<file path="config.mk">
export PLATFORM = sky130hd
export DESIGN_NAME = round_scoreboard_flat
export DESIGN_NICKNAME = d
export VERILOG_FILES = /design/src/rtl/round_scoreboard_if.sv /design/src/rtl/round_scoreboard.sv /design/src/flat_wrapper.sv
export SDC_FILE = /design/constraint.sdc
export NUM_CORES = 1
export LEC_CHECK = 0
export CORE_MARGIN = 5
export CORE_UTILIZATION = 61
export CTS_CLUSTER_DIAMETER = 200
export DETAILED_ROUTE_END_ITERATION = 16
export PLACE_DENSITY = 0.85
export SETUP_SLACK_MARGIN = 0.02
export SYNTH_ARGS = -nofsm -noshare
export SYNTH_HDL_FRONTEND = slang
export SYNTH_SLANG_ARGS = --single-unit
</file>
<file path="constraint.sdc">
create_clock -name clk -period 7.1 [get_ports clk]
set_clock_uncertainty 0.05 [all_clocks]
set_input_delay 1.065 -clock clk [delete_from_list [all_inputs] [get_ports clk]]
set_output_delay 1.065 -clock clk [all_outputs]
set_load 0.01 [all_outputs]
</file>
<file path="src/rtl/round_scoreboard_if.sv">
// round_scoreboard_if
// Bundles the event inputs and scoreboard outputs of round_scoreboard.
// Parameters must match those of the round_scoreboard instance it connects to.
//   master : drives hit/escape, observes the scoreboard (testbench / game logic)
//   slave  : the scoreboard itself
// Signals: hit, escape (event pulses); hit_mask, hits, misses, round,
//          round_done, game_over, score, bcd, bcd_valid, streak.
interface round_scoreboard_if #(
  parameter int BIRDS   = 10,
  parameter int DIGITS  = 4,
  parameter int SCORE_W = 14,
  parameter int ROUND_W = 4
);
  localparam int CW = $clog2(BIRDS + 1);

  logic                  hit;
  logic                  escape;
  logic [BIRDS-1:0]      hit_mask;
  logic [CW-1:0]         hits;
  logic [CW-1:0]         misses;
  logic [ROUND_W-1:0]    round;
  logic                  round_done;
  logic                  game_over;
  logic [SCORE_W-1:0]    score;
  logic [4*DIGITS-1:0]   bcd;
  logic                  bcd_valid;
  logic [3:0]            streak;

  modport master (
    output hit, escape,
    input  hit_mask, hits, misses, round, round_done, game_over,
           score, bcd, bcd_valid, streak
  );

  modport slave (
    input  hit, escape,
    output hit_mask, hits, misses, round, round_done, game_over,
           score, bcd, bcd_valid, streak
  );
endinterface

</file>
<file path="src/rtl/round_scoreboard.sv">
// round_scoreboard
// Per-round hit/escape scoreboard for a shooting game with a saturating
// binary score and a sequential double-dabble BCD converter.
// Ports: clk (rising edge), resetn (async, active-low),
//        bus (round_scoreboard_if.slave): hit/escape in, scoreboard out.
// Optional feature: define ROUND_SCOREBOARD_STREAK_BONUS_EN to enable the
// consecutive-hit streak counter and double points from the third hit on.
//
// state | meaning
// PLAY  | accepting hit/escape events for the current round
// EVAL  | one cycle: round complete, decide pass or fail
// OVER  | round failed, terminal until reset
module round_scoreboard #(
  parameter int BIRDS     = 10,
  parameter int PASS_HITS = 5,
  parameter int HIT_PTS   = 50,
  parameter int MISS_PTS  = 10,
  parameter int DIGITS    = 4,
  parameter int SCORE_W   = 14,
  parameter int ROUND_W   = 4
) (
  input  logic               clk,
  input  logic               resetn,
  round_scoreboard_if.slave  bus
);
  localparam int CW        = $clog2(BIRDS + 1);
  localparam int SCORE_MAX = 10**DIGITS - 1;
  localparam int BW        = 4 * DIGITS;
  localparam int KW        = $clog2(SCORE_W + 1);

  typedef enum logic [1:0] {PLAY, EVAL, OVER} state_t;
  state_t state, state_nxt;

  logic                armed;
  logic [BIRDS-1:0]    mask_q;
  logic [CW-1:0]       hits_q, misses_q, total_nxt;
  logic [ROUND_W-1:0]  round_q;
  logic                over_q;
  logic [SCORE_W-1:0]  score_q, score_nxt;
  logic                score_we;
  logic [3:0]          streak_q;
  logic                acc_hit, acc_esc, round_pass, round_done;
  int                  pts;

  // armed blocks events sampled on the first edge after reset release
  always_ff @(posedge clk or negedge resetn)
    if (!resetn) armed <= 1'b0;
    else         armed <= 1'b1;

  assign acc_hit    = armed && (state == PLAY) && bus.hit;
  assign acc_esc    = armed && (state == PLAY) && bus.escape && !bus.hit;
  assign total_nxt  = hits_q + misses_q + CW'(1);
  assign round_pass = (state == EVAL) && (hits_q >= CW'(PASS_HITS));

  always_ff @(posedge clk or negedge resetn)
    if (!resetn) state <= PLAY;
    else         state <= state_nxt;

  always_comb begin
    state_nxt  = state;
    round_done = 1'b0;
    case (state)
      PLAY: if ((acc_hit || acc_esc) && (total_nxt == CW'(BIRDS))) state_nxt = EVAL;
      EVAL: begin
        if (round_pass) begin
          round_done = 1'b1;
          state_nxt  = PLAY;
        end else begin
          state_nxt  = OVER;
        end
      end
      OVER:    state_nxt = OVER;
      default: state_nxt = PLAY;
    endcase
  end

`ifdef ROUND_SCOREBOARD_STREAK_BONUS_EN
  always_ff @(posedge clk or negedge resetn)
    if (!resetn) streak_q <= 4'd0;
    else if (acc_hit) begin
      if (streak_q != 4'hF) streak_q <= streak_q + 4'd1;
    end else if (acc_esc || round_pass) begin
      streak_q <= 4'd0;
    end

  // streak_q counts hits before this one, so >= 2 means third or later
  assign pts = (streak_q >= 4'd2) ? 2 * HIT_PTS : HIT_PTS;
`else
  assign streak_q = 4'd0;
  assign pts      = HIT_PTS;
`endif

  always_comb begin
    score_nxt = score_q;
    if (acc_hit) begin
      if (int'(score_q) + pts > SCORE_MAX) score_nxt = SCORE_W'(SCORE_MAX);
      else                                 score_nxt = score_q + SCORE_W'(pts);
    end else if (acc_esc) begin
      if (int'(score_q) < MISS_PTS) score_nxt = '0;
      else                          score_nxt = score_q - SCORE_W'(MISS_PTS);
    end
  end

  assign score_we = (score_nxt != score_q);

  always_ff @(posedge clk or negedge resetn)
    if (!resetn) begin
      score_q  <= '0;
      mask_q   <= '0;
      hits_q   <= '0;
      misses_q <= '0;
      round_q  <= '0;
      over_q   <= 1'b0;
    end else begin
      score_q <= score_nxt;
      if (acc_hit) begin
        mask_q <= mask_q | (BIRDS'(1) << (hits_q + misses_q));
        hits_q <= hits_q + CW'(1);
      end else if (acc_esc) begin
        misses_q <= misses_q + CW'(1);
      end
      if (state == EVAL) begin
        if (round_pass) begin
          if (round_q != '1) round_q <= round_q + ROUND_W'(1);
          hits_q   <= '0;
          misses_q <= '0;
          mask_q   <= '0;
        end else begin
          over_q <= 1'b1;
        end
      end
    end

  // Double-dabble: load, SCORE_W shift cycles, then a commit cycle.
  // A score change at any point before commit marks the result stale.
  logic [SCORE_W-1:0] sr;
  logic [BW-1:0]      acc, acc_adj, bcd_q;
  logic [KW-1:0]      cnt;
  logic               busy, pend, valid_q;

  always_comb begin
    acc_adj = acc;
    for (int d = 0; d < DIGITS; d++)
      if (acc[4*d +: 4] >= 4'd5) acc_adj[4*d +: 4] = acc[4*d +: 4] + 4'd3;
  end

  always_ff @(posedge clk or negedge resetn)
    if (!resetn) begin
      sr      <= '0;
      acc     <= '0;
      bcd_q   <= '0;
      cnt     <= '0;
      busy    <= 1'b0;
      pend    <= 1'b0;
      valid_q <= 1'b1;
    end else begin
      if (!busy) begin
        if (pend) begin
          busy <= 1'b1;
          sr   <= score_q;
          acc  <= '0;
          cnt  <= KW'(SCORE_W);
          pend <= 1'b0;
        end
      end else if (cnt != '0) begin
        acc <= {acc_adj[BW-2:0], sr[SCORE_W-1]};
        sr  <= sr << 1;
        cnt <= cnt - KW'(1);
      end else begin
        busy <= 1'b0;
        if (!pend && !score_we) begin
          bcd_q   <= acc;
          valid_q <= 1'b1;
        end
      end
      // last so a change always wins over load/commit
      if (score_we) begin
        pend    <= 1'b1;
        valid_q <= 1'b0;
      end
    end

  assign bus.hit_mask   = mask_q;
  assign bus.hits       = hits_q;
  assign bus.misses     = misses_q;
  assign bus.round      = round_q;
  assign bus.round_done = round_done;
  assign bus.game_over  = over_q;
  assign bus.score      = score_q;
  assign bus.bcd        = bcd_q;
  assign bus.bcd_valid  = valid_q;
  assign bus.streak     = streak_q;
endmodule
</file>
<file path="src/flat_wrapper.sv">
// flat-port wrapper written by rule: the top's interface ports become plain ports
module round_scoreboard_flat 
#(
  parameter int BIRDS     = 10,
  parameter int PASS_HITS = 5,
  parameter int HIT_PTS   = 50,
  parameter int MISS_PTS  = 10,
  parameter int DIGITS    = 4,
  parameter int SCORE_W   = 14,
  parameter int ROUND_W   = 4
)
  (clk, resetn, bus_hit, bus_escape, bus_hit_mask, bus_hits, bus_misses, bus_round, bus_round_done, bus_game_over, bus_score, bus_bcd, bus_bcd_valid, bus_streak);
  round_scoreboard_if #(.BIRDS(BIRDS), .DIGITS(DIGITS), .SCORE_W(SCORE_W), .ROUND_W(ROUND_W)) bus_i ();
  input  logic clk;
  input  logic resetn;
  input wire logic [$bits(bus_i.hit)-1:0] bus_hit;
  input wire logic [$bits(bus_i.escape)-1:0] bus_escape;
  output wire logic [$bits(bus_i.hit_mask)-1:0] bus_hit_mask;
  output wire logic [$bits(bus_i.hits)-1:0] bus_hits;
  output wire logic [$bits(bus_i.misses)-1:0] bus_misses;
  output wire logic [$bits(bus_i.round)-1:0] bus_round;
  output wire logic [$bits(bus_i.round_done)-1:0] bus_round_done;
  output wire logic [$bits(bus_i.game_over)-1:0] bus_game_over;
  output wire logic [$bits(bus_i.score)-1:0] bus_score;
  output wire logic [$bits(bus_i.bcd)-1:0] bus_bcd;
  output wire logic [$bits(bus_i.bcd_valid)-1:0] bus_bcd_valid;
  output wire logic [$bits(bus_i.streak)-1:0] bus_streak;
  assign bus_i.hit = bus_hit;
  assign bus_i.escape = bus_escape;
  assign bus_hit_mask = bus_i.hit_mask;
  assign bus_hits = bus_i.hits;
  assign bus_misses = bus_i.misses;
  assign bus_round = bus_i.round;
  assign bus_round_done = bus_i.round_done;
  assign bus_game_over = bus_i.game_over;
  assign bus_score = bus_i.score;
  assign bus_bcd = bus_i.bcd;
  assign bus_bcd_valid = bus_i.bcd_valid;
  assign bus_streak = bus_i.streak;
  round_scoreboard #(.BIRDS(BIRDS), .PASS_HITS(PASS_HITS), .HIT_PTS(HIT_PTS), .MISS_PTS(MISS_PTS), .DIGITS(DIGITS), .SCORE_W(SCORE_W), .ROUND_W(ROUND_W)) u_core (.clk(clk), .resetn(resetn), .bus(bus_i));
endmodule
</file>
==> results.txt, run 1 <==
Outcome: finished clean
CTS tree: built
Root buffer cell: clkbuf_8
Max Cap Viol: 0
Core area: 8678 µm²
WHS Path Cells: 2
Total power draw: 2.182 mW
Critical path fanouts, max: 16
RSZ-0062 raised after global routing: no
Crit path launch type: register
Port Buffers: 58
Sequential share of the synthesized area: 42.98%
Drt drc: 0
Area leader, netlist: dfrtp_1
Syn Inst Count: 584
Static Leak: 2.673 nW
Vias in the first global route: 4438
Slowest cell on crit path: dfrtp_1
Nets@finish: 650
Peak VDD IR: 0.0002971 V
Fin. max-slew vios: 0
Family with the most delay on the worst path: compound AO/OA/AOI/OAI gates
Area contributors post-synth: dfrtp_1 42%, ha_1 5.1%, o21ai_0 4.2%
Cell with the most instances after synthesis: dfrtp_1
Hold path startpoint: u_core.sr[6]
Asr flop ratio synth: 100.0%
Synth-to-layout area growth: 13.70%
Drt via density: 6.283
Post-CTS setup buffer count: 0
Die Y: 104.2 µm
WL met2: 6.064 mm
# IOs: 63
Die W: 104.2 µm
Crit Reg-Reg Endpoint: u_core.bus.bcd[1]
Kind of critical path: register to register
Initial antenna violation count: 0
Critical path required time: 7300 ps
Share of layout cells above drive strength 1: 8.758%
PD cells: 354.2 nW/µm²
CTS Hold Buffers Added: 0
Routed wl met3: 951 µm
Total wire length: 13.15 mm
Final setup viols: 0
GRT Total Usage: 24.55%
Routed wire per std cell: 17.87 µm
Number of fill cells: 674
Hold Violations, Final: 0
Diode count: 0
Crit. End Element: register
Worst-Margin Slew: 1026 ps
Slowest Stage Delay on Critical Path: 720 ps
Area of the multi-input gates: 2809 µm²
Fmax: 237.2 MHz
WP buf/inv: 1
Most used DFF post-synth: dfrtp_1
Post-synth top cells: 92 x dfrtp_1, 61 x nand2_1, 53 x nor2_1, 46 x o21ai_0, 36 x a21oi_1
Pre-Repair DR Iteration Count: 7
Cells on worst reg2reg path: 11
Pin count of the biggest net entering global routing: 59
Slew Limit Headroom: 31.57%
Top cell type's share of synthesized area: 42.49%
Reg2reg setup slack: 2880 ps
Flops & latches, synth: 93
HP Class: register to register
Design area: 6160 µm²
Reg area: 2328 µm²
Number of flops mapped to enable cells by yosys: 0
Final core utilization: 70.98%
Antenna viol nets, final: 0
First-pass GRT wire length: 22.17 mm
Hold slack: 447.1 ps
DR top layer: met4
Initial core utilization: 62.43%
Worst hold endpoint: u_core.sr[6]
Sink Count: 93
Distinct cell type count of the synthesized netlist: 69
DRT iter0 DRCs: 403
Vias: 4624
Final HPWL DP: 9.049 mm
Worst Path Arrival: 4420 ps
GRT overflow: 0
CTS Buf Count: 9
Clock tree buffer depth: 2
Post-synth design cell area: 5418 µm²
Worst r2r src: u_core.bus.score[2]
Crit-path cells: ha_1, a211oi_2, nor3_2, a211oi_1, a311oi_2, o21ai_2, o311ai_2, nand2_1, nor4b_4, buf_4, mux2_2
Period utilization: 59.38%
DIE AREA: 10870 µm²
H-tree depth: 3
Total Neg Setup Slack: 0 ps
DP Area: 5986 µm²
Synth Warn #: 0
Worst skew pair latency: 360 ps
CTS clk-pin slew, worst paths: 100 ps
Syn avg cell area: 9.277 µm²
Tmin final: 4216 ps
RD Place Congestion: 0.9407
Rows: 34
Metal-1 WL: 5.819 mm
Cts repair resizes: 0
## worst max path at each step
stage,end,startpoint,cells after the start,slack [ps]
after floorplan,u_core.bus.bcd[10],bus_escape,10,3400
after global placement,u_core.bus.bcd[1],bus_escape,11,2820
after detailed placement,u_core.bus.bcd[3],bus_escape,11,2740
after CTS,u_core.bus.bcd[3],u_core.bus.score[2],11,3010
after global routing,u_core.bus.bcd[1],u_core.bus.score[1],11,2740
final,u_core.bus.bcd[1],u_core.bus.score[2],11,2880
## cell usage in the layout, fill, tap and decap left out, types with 6 or more instances in the layout
cell type / instances
mux2_2: 8
mux2_4: 10
xnor2_1: 11
clkbuf_8: 9
a31oi_1: 9
mux2i_1: 12
nand2b_1: 9
inv_1: 28
nor4_1: 6
dfrtp_1: 92
xor2_1: 9
nand4_1: 8
clkdlybuf4s50_1: 57
nor3_1: 13
nand2_1: 61
a211oi_1: 6
a21oi_1: 36
nor2_1: 53
ha_1: 22
o21ai_0: 46
and3_1: 7
nand3_1: 21
## through the flow
| stage | setup WS (ps) | cells |
|---|---|---|
| 2_1_floorplan | 3405 | 587 |
| 3_3_place_gp | 2824 | 720 |
| 3_5_place_dp | 2744 | 720 |
| 4_1_cts | 3011 | 736 |
| 5_1_grt | 2738 | 736 |
| 6_report | 2884 | 736 |
## flip-flops by register name, summed over array words and instances (netlist names), 2 cells and up
name / cells
u_core.acc: 16
u_core.bus.bcd: 16
u_core.bus.hit_mask: 10
u_core.bus.hits: 4
u_core.bus.misses: 4
u_core.bus.round: 4
u_core.bus.score: 14
u_core.cnt: 4
u_core.sr: 14
u_core.state: 2
## report_power, final
group	switching [mW]	total [mW]	internal (mW)
Combinational	0.511	0.938	0.426
Clock	0.202	0.333	0.131
Sequential	0.252	0.911	0.659
Total	0.966	2.18	1.22
## metal layers
layer	vias to the layer above	global-route usage (%)
met2	223	37.89
li1	2157	-
met5	-	0
met1	2217	34.71
met4	0	9.621
met3	27	4.035
## final cells by class
class,instances,area share [%]
clock buffers,10,2.072
clock inverters,6,0.7516
inverters,28,1.706
multi-input cells,429,45.60
flip-flops and latches,93,37.80
well taps,108,2.194
repair buffers,62,9.872
## worst register-to-register path, stage by stage (launching register included)
cell and delay [ps]:
dfrtp_1 720, ha_1 490, a211oi_2 180, nor3_2 330
a211oi_1 140, a311oi_2 550, o21ai_2 210, o311ai_2 290
nand2_1 160, nor4b_4 290, buf_4 310, mux2_2 380
## logic make-up after synthesis
| kind of cell | after synthesis | share of synthesized area, % |
|---|---|---|
| other | 2 | 0.1386 |
| multiplexers | 30 | 6.651 |
| AND/OR/NAND/NOR | 202 | 18.08 |
| adder cells (fa/ha/maj) | 23 | 5.450 |
| AO/OA/AOI/OAI | 149 | 17.99 |
| flip-flops | 93 | 42.98 |
| buffers and inverters | 65 | 5.473 |
| XOR/XNOR | 20 | 3.233 |
(Power assumes the default switching activity.)
==> inputs of run 2 (changes only) <==
CORE_UTILIZATION = 51   (was 61)
PLACE_DENSITY = 0.76   (was 0.85)
clock period = 3.7 ns   (was 7.1 ns; I/O delays follow)
==> run 2 against run 1 <==
- sequential share of layout area shrank 2.1 points
- first-iteration DRC count fell by 3.0%
- final cell count up 7.7%
- clock-buffer cell count fell by 1
- core utilization down 7.7 points
- cell area rose by 6.0%
- register-to-register slack got worse by 2600 ps
- die area rose by 18%
- critical endpoint is now u_core.bus.bcd[5]
==> results.txt, run 2 (synthesis results as in run 1) <==
Cells on worst reg2reg path: 11 (unchanged)
Kind of critical path: register to register (unchanged)
RD Place Congestion: 0.9362 (was 0.9407)
Diode count: 0 (unchanged)
Outcome: finished clean (unchanged)
Drt via density: 5.856 (was 6.283)
CTS tree: built (unchanged)
Final HPWL DP: 9.724 mm (was 9.049 mm)
Fmax: 289.9 MHz (was 237.2 MHz)
DIE AREA: 12780 µm² (was 10870 µm²)
Root buffer cell: clkbuf_8 (unchanged)
Rows: 37 (was 34)
Vias: 4644 (was 4624)
Synth-to-layout area growth: 20.48% (was 13.70%)
Die Y: 113.1 µm (was 104.2 µm)
CTS clk-pin slew, worst paths: 100 ps (about the same)
Antenna viol nets, final: 0 (unchanged)
Max Cap Viol: 0 (unchanged)
Period utilization: 93.23% (was 59.38%)
GRT Total Usage: 22.07% (was 24.55%)
Initial core utilization: 52.48% (was 62.43%)
First-pass GRT wire length: 23.21 mm (was 22.17 mm)
Peak VDD IR: 0.0005147 V (was 0.0002971 V)
Total Neg Setup Slack: 0 ps (unchanged)
HP Class: primary input to asynchronous set/reset pin (was register to register)
Static Leak: 2.861 nW (was 2.673 nW)
Post-CTS setup buffer count: 0 (unchanged)
Most common cell after layout, fill and taps aside: dfrtp_1 (unchanged)
Port Buffers: 58 (unchanged)
Commonest non-fill, non-tap cells in the layout: 92 x dfrtp_1, 61 x nand2_1, 57 x clkdlybuf4s50_1 (unchanged)
Slew Limit Headroom: 39.10% (was 31.57%)
Vias in the first global route: 4643 (was 4438)
Reg2reg setup slack: 250 ps (was 2880 ps)
Pre-Repair DR Iteration Count: 5 (was 7)
GRT overflow: 0 (unchanged)
Worst r2r src: u_core.bus.score[1] (was u_core.bus.score[2])
Clock tree buffer depth: 2 (unchanged)
Critical path required time: 3910 ps (was 7300 ps)
WP buf/inv: 1 (unchanged)
Total wire length: 13.69 mm (was 13.15 mm)
Fin. max-slew vios: 0 (unchanged)
Pin count of the biggest net entering global routing: 74 (was 59)
Final setup viols: 0 (unchanged)
Share of layout cells above drive strength 1: 12.94% (was 8.758%)
Crit path launch type: register (unchanged)
Total power draw: 4.613 mW (was 2.182 mW)
Final core utilization: 63.23% (was 70.98%)
Crit. End Element: register (unchanged)
Core area: 10320 µm² (was 8678 µm²)
DP Area: 6251 µm² (was 5986 µm²)
Hold Violations, Final: 0 (unchanged)
Crit Reg-Reg Endpoint: u_core.bus.bcd[5] (was u_core.bus.bcd[1])
Nets@finish: 679 (was 650)
H-tree depth: 3 (unchanged)
Worst skew pair latency: 380 ps (was 360 ps)
Hold slack: 248.7 ps (was 447.1 ps)
PD cells: 706.7 nW/µm² (was 354.2 nW/µm²)
Slowest Stage Delay on Critical Path: 410 ps (was 720 ps)
Slowest cell on crit path: a311oi_2 (was dfrtp_1)
Family with the most delay on the worst path: compound AO/OA/AOI/OAI gates (unchanged)
RSZ-0062 raised after global routing: no (unchanged)
Sink Count: 93 (unchanged)
Crit path depth: 11 (unchanged)
Initial antenna violation count: 0 (unchanged)
Critical path fanouts, max: 16 (unchanged)
Die W: 113.1 µm (was 104.2 µm)
Drt drc: 0 (unchanged)
Worst-Margin Slew: 913.5 ps (was 1026 ps)
Tmin final: 3449 ps (was 4216 ps)
CTS Buf Count: 9 (unchanged)
Worst Path Arrival: 3660 ps (was 4420 ps)
DRT iter0 DRCs: 391 (was 403)
Crit-path cells: ha_1, a211oi_4, o31a_1, a211oi_1, a311oi_2, o21ai_2, o311ai_2, nand2_1, nor4b_4, buf_12, mux2_2 (was ha_1, a211oi_2, nor3_2, a211oi_1, a311oi_2, o21ai_2, o311ai_2, nand2_1, nor4b_4, buf_4, mux2_2)
Routed wire per std cell: 17.27 µm (was 17.87 µm)
# IOs: 63 (unchanged)
Design area: 6528 µm² (was 6160 µm²)
CTS Hold Buffers Added: 0 (unchanged)
==> run 2: timing repair <==
item / 4_1_cts / 5_1_grt
endpoints found under the hold margin: 0 / 0
setup endpoints to repair: 0 / 2
resized for setup: 0 / 1
==> run 2: cell type report <==
cell class / instances / area (µm²)
clock buffers: 9 / 123.9
flip-flops and latches: 93 / 2328
repair buffers: 91 / 838.3
multi-input cells: 429 / 2816
clock inverters: 7 / 145.1
well taps: 136 / 170.2
fillers: 850 / 3796
inverters: 28 / 105.1
==> run 2: worst max path at each step <==
| stage | from | end | slack [ps] |
|---|---|---|---|
| after detailed placement | bus_escape | u_core.bus.bcd[5] | 90 |
| after CTS | u_core.bus.score[1] | u_core.bus.bcd[0] | 220 |
| after global routing | u_core.bus.score[11] | u_core.bus.bcd[5] | 60 |
| final | u_core.bus.score[1] | u_core.bus.bcd[5] | 250 |
| after global placement | bus_escape | u_core.bus.bcd[5] | 90 |
| after floorplan | u_core.bus.score[1] | u_core.bus.bcd[10] | 230 |
==> run 2: power breakdown <==
group          total (mW)  internal [mW]  leakage [nW]  switching, mW
combinational        2.12          0.936          1.55           1.19
clock               0.917          0.523         0.136          0.394
sequential           1.57           1.27          1.18          0.307
total                4.61           2.73          2.86           1.89
==> run 2: per-layer routing <==
metal  wire (µm)  up-vias  track usage [%]
met5           0        -                0
met4         207        0            6.571
met3         657       19            4.545
met2        6392      150            34.72
met1        6435     2271            30.93
li1            -     2204                -
==> run 2: through the flow <==
| step | setup WS [ps] | cells |
|---|---|---|
| floorplan | 226.4 | 587 |
| global placement | 90.65 | 777 |
| detailed placement | 88.03 | 777 |
| CTS | 216.1 | 793 |
| global route | 63.35 | 793 |
| finish | 250.5 | 793 |
==> RTL edit 1: new RTL, settings of run 2 <==
`ROUND_W` is set to 4 in 3 places; all go to 5.
--- a/src/rtl/round_scoreboard_if.sv
+++ b/src/rtl/round_scoreboard_if.sv
@@ -11,3 +11,3 @@
   parameter int SCORE_W = 14,
-  parameter int ROUND_W = 4
+  parameter int ROUND_W = 5
 );
--- a/src/rtl/round_scoreboard.sv
+++ b/src/rtl/round_scoreboard.sv
@@ -19,3 +19,3 @@
   parameter int SCORE_W   = 14,
-  parameter int ROUND_W   = 4
+  parameter int ROUND_W   = 5
 ) (
--- a/src/flat_wrapper.sv
+++ b/src/flat_wrapper.sv
@@ -9,3 +9,3 @@
   parameter int SCORE_W   = 14,
-  parameter int ROUND_W   = 4
+  parameter int ROUND_W   = 5
 )
Interface: changed (resized bus_round); port bits go from 63 to 64. No check against the original RTL was run, so the function may have changed too.
==> RTL edit 1 against run 2 <==
Non-clock buffer count up 2. Total power rose by 13%. Count of clock-buffer cells in the layout stayed put. Hold slack worse by 0.092 ns. Worst setup slack better by 0.15 ns. Wire length is 0.18% lower. Synthesized area is the same. Final area fell by 0.81%. Utilization decreased by 0.51 points. Sequential cell count is 1 higher. Critical path type unchanged. Largest power group unchanged.
==> RTL edit 1: results (changes against run 2) <==
==================================================================================
Fin Hold WS .........................................................     0.156 ns   -0.0922 ns
Slew of the pin with the lowest slew margin .........................     0.680 ns   -0.233 ns
RePlAce Congestion ..................................................        0.962   +2.7%
Share of the yosys chip area belonging to registers .................        43.4%   +0.46 points
CP max-delay cell ................................................... sky130_fd_sc_hd__a311o_1
Placement-stage cell area ........................................... 0.00629 mm^2   +0.60%
GR Layer Usage met2 .................................................        34.6%   -0.12 points
Status .............................................................. finished clean
Final min period ....................................................      3.30 ns   -0.145 ns
Count of unique library cells instantiated by Yosys .................           70   +1.4%
Design Power ........................................................      5.22 mW   +13%
Via count of the first global-routing pass ..........................         4604   -0.84%
Filler cell count ...................................................          855   +0.59%
Power density normalized to cell area ...............................  807 mW/mm^2   +14%
Internal cell power .................................................      2.87 mW   +5.3%
Arrival time at the worst endpoint ..................................      3.52 ns   -0.14 ns
Comb power ..........................................................      2.79 mW   +32%
Minimum setup slack among reg-to-reg paths ..........................      0.40 ns   +0.15 ns
Net count of the finished layout ....................................          660   -2.8%
Filler-free cell count of the finished design .......................          773   -2.5%
Synthesized instance count ..........................................          562   -3.8%
Per-cell routed wire length .........................................      17.7 um   +2.4%
# placed instances ..................................................          757   -2.6%
Worst setup timing slack at the placement stage .....................     0.185 ns   +0.0973 ns
Top cells by area, synth ............................................ sky130_fd_sc_hd__dfrtp_1 43%, sky130_fd_sc_hd__ha_1 5.3%, sky130_fd_sc_hd__o21ai_0 4.2%
Share of final-layout standard cells stronger than drive strength 1 .        13.7%   +0.72 points
Global routing usage on met1 ........................................        30.2%   -0.68 points
Leakage power summed over all cells .................................      2.91 nW   +1.6%
Detailed route wirelength on metal3 .................................       985 um   +50%
GR Layer Usage met3 .................................................        6.26%   +1.7 points
Tot GR Track Use ....................................................        22.2%   +0.15 points
Number of DRC violations after detailed-routing iteration 0 .........          392   +0.26%
Logic depth of the worst register-to-register path ..................           10   -1
Largest vdd supply drop .............................................     0.532 mV   +3.4%
Biggest area consumer among synthesized cells ....................... sky130_fd_sc_hd__dfrtp_1
Delay of the slowest critical-path stage ............................      0.48 ns   +0.07 ns
Capture point of the worst path ..................................... u_core.bus.bcd[5]
Buffers on Ports ....................................................           59   +1.7%
Sequential fraction of design power .................................        33.7%   -0.4 points
==================================================================================
==> RTL edit 1: cell count changes after synthesis, moves of 7 or more <==
cell                       delta
sky130_fd_sc_hd__nand2_1     -13
sky130_fd_sc_hd__a21oi_1      -7
sky130_fd_sc_hd__clkbuf_1     +7
sky130_fd_sc_hd__nor2_1       -7
==> RTL edit 1: cells by family (layout without fill, tap and decap cells) <==
family,count (synthesis),in the layout,share of synthesized area [%]
AO/OA/AOI/OAI,135,135,16.2
buffers and inverters,60,132,4.87
multiplexers,34,34,7.39
XOR/XNOR,26,26,4.20
adder cells (fa/ha/maj),24,24,5.68
flip-flops,94,94,43.4
AND/OR/NAND/NOR,187,187,18.1
other,2,5,0.139
==> RTL edit 1: cell type report <==
cell class / instances / area share [%]
Tap cell: 136 / 2.63
Clock inverter: 7 / 0.966
Timing Repair Buffer: 93 / 13.2
Inverter: 23 / 1.33
Sequential cell: 94 / 36.3
Clock buffer: 9 / 1.91
Multi-Input combinational cell: 411 / 43.6
==> RTL edit 2: new RTL, settings of run 2 <==
Without the edit above. Re-encode `state_t` (3 states) as one-hot, 3 bits wide.
--- a/src/rtl/round_scoreboard.sv
+++ b/src/rtl/round_scoreboard.sv
@@ -30,3 +30,3 @@
 
-  typedef enum logic [1:0] {PLAY, EVAL, OVER} state_t;
+  typedef enum logic [2:0] {PLAY = 3'b001, EVAL = 3'b010, OVER = 3'b100} state_t;
   state_t state, state_nxt;
Check against the original RTL: no difference found for any inputs over 10 cycles, from zero or initial values and one cycle with resetn low; not proved beyond that.
==> RTL edit 2 against run 2 <==
Synthesized area rose by 3.7%. Wire length rose by 9.1%. Sequential cell count rose by 1. Final area rose by 6.4%. Combinational power rose by 17%. Worst setup slack got worse by 0.082 ns. Sequential power fell by 4%. Register-to-register slack got worse by 0.07 ns. Synthesized cell count rose by 2.1%. Sequential share of layout area fell by 1.7 points. Total power rose by 2.8%.
==> RTL edit 2: results (changes against run 2) <==
==================================================================================
Worst setup timing slack at the placement stage .....................    -0.287 ns   -0.375 ns
Filler cell count ...................................................          918   +8.0%
Power density normalized to cell area ...............................  682 mW/mm^2   -3.4%
Number of DRC violations after detailed-routing iteration 0 .........          491   +26%
Post-Synth XOR/XNOR Area ............................................        3.43%   +0.20 points
Detailed-routed wire length on met2 .................................      7190 um   +12%
Slew HR .............................................................        26.4%   -13 points
Top cells by area, synth ............................................ sky130_fd_sc_hd__dfrtp_1 41%, sky130_fd_sc_hd__ha_1 4.9%, sky130_fd_sc_hd__o21ai_0 3.8%
Tot GR Track Use ....................................................        23.6%   +1.5 points
Post-DP HPWL ........................................................     11000 um   +13%
Count of unique library cells instantiated by Yosys .................           75   +8.7%
Vias ................................................................         4918   +5.9%
Effective utilization at floorplan ..................................        51.8%   -0.65 points
Biggest fanout along the worst timing path ..........................            8   -8
Router iterations before antenna repair .............................            6   +1
Status .............................................................. finished clean
Area fraction in compound gates after synthesis .....................        17.7%   -0.33 points
Detailed route wirelength on metal3 .................................       895 um   +36%
Internal cell power .................................................      2.74 mW   +0.49%
Adder-Cell Fraction of Synth Area ...................................        5.26%   -0.19 points
Share of final-layout standard cells stronger than drive strength 1 .        18.8%   +5.9 points
GR Layer Usage met2 .................................................        38.9%   +4.1 points
Net count of the finished layout ....................................          723   +6.5%
Maximum number of pins on one net before global-route repair ........           88   +19%
Largest vdd supply drop .............................................     0.495 mV   -3.8%
Global routing usage on met1 ........................................        30.9%   about the same
RePlAce Congestion ..................................................        0.971   +3.7%
Via count of the first global-routing pass ..........................         4957   +6.8%
GR Layer Usage met3 .................................................        5.00%   +0.45 points
Leakage power summed over all cells .................................      3.06 nW   +6.9%
Global-route wire length before repair ..............................     24900 um   +7.5%
List of most frequent post-synthesis cells .......................... 92 x sky130_fd_sc_hd__dfrtp_1, 53 x sky130_fd_sc_hd__nor2_1, 49 x sky130_fd_sc_hd__nand2_1
Share of the yosys chip area belonging to registers .................        41.9%   -1.1 points
Proportion of synthesized area in mux cells .........................        7.35%   +0.70 points
Sequential fraction of design power .................................        31.7%   -2.4 points
==================================================================================
[RTL edit 2: what timing repair did]
action | in CTS | in global routing
resized for setup | 0 | 10
setup endpoints to repair | 0 | 16
hold endpoints to repair | 0 | 0
setup buffers | 0 | 4
[RTL edit 2: worst max-delay path, stage by stage]
cell,delay (ns)
sky130_fd_sc_hd__clkdlybuf4s50_1,0.47
sky130_fd_sc_hd__nor2b_2,0.17
sky130_fd_sc_hd__nand4_2,0.12
sky130_fd_sc_hd__or3_4,0.41
sky130_fd_sc_hd__a2111o_1,0.41
sky130_fd_sc_hd__a2111oi_2,0.30
sky130_fd_sc_hd__and3_1,0.25
sky130_fd_sc_hd__nand4_4,0.13
sky130_fd_sc_hd__nor4b_4,0.27
sky130_fd_sc_hd__buf_4,0.19
sky130_fd_sc_hd__buf_12,0.14
sky130_fd_sc_hd__mux2_2,0.33
[RTL edit 2: worst paths after layout]
path,slack [ns],cells past startpoint,endpoint,start
max in group asynchronous,2.46,2,u_core.bus.bcd_valid,resetn
worst min-delay path,0.33,1,u_core.acc[13],resetn
worst min register to register,0.42,1,u_core.bus.game_over,u_core.bus.game_over
worst max register to register,0.18,13,u_core.bus.bcd[2],u_core.bus.score[4]
min in group clk,0.42,1,u_core.bus.game_over,u_core.bus.game_over
worst max-delay path,0.17,12,u_core.bus.bcd[2],bus_escape
[RTL edit 2: through the flow]
stage	TNS, ns	cells	hold WS [ns]	area, um^2
floorplan	0	599	0.209	5640
global placement	-3.67	820	0.391	6630
detailed placement	-4.06	820	0.398	6630
CTS	0	836	0.355	6850
global route	0	841	0.388	6950
finish	0	841	0.330	6950
[RTL edit 2: layout make-up]
cell class	instances	area share, %
multi-input cells	440	43.2
flip-flops and latches	94	33.9
repair buffers	123	15.8
well taps	140	2.52
clock buffers	11	2.18
inverters	28	1.51
clock inverters	5	0.919
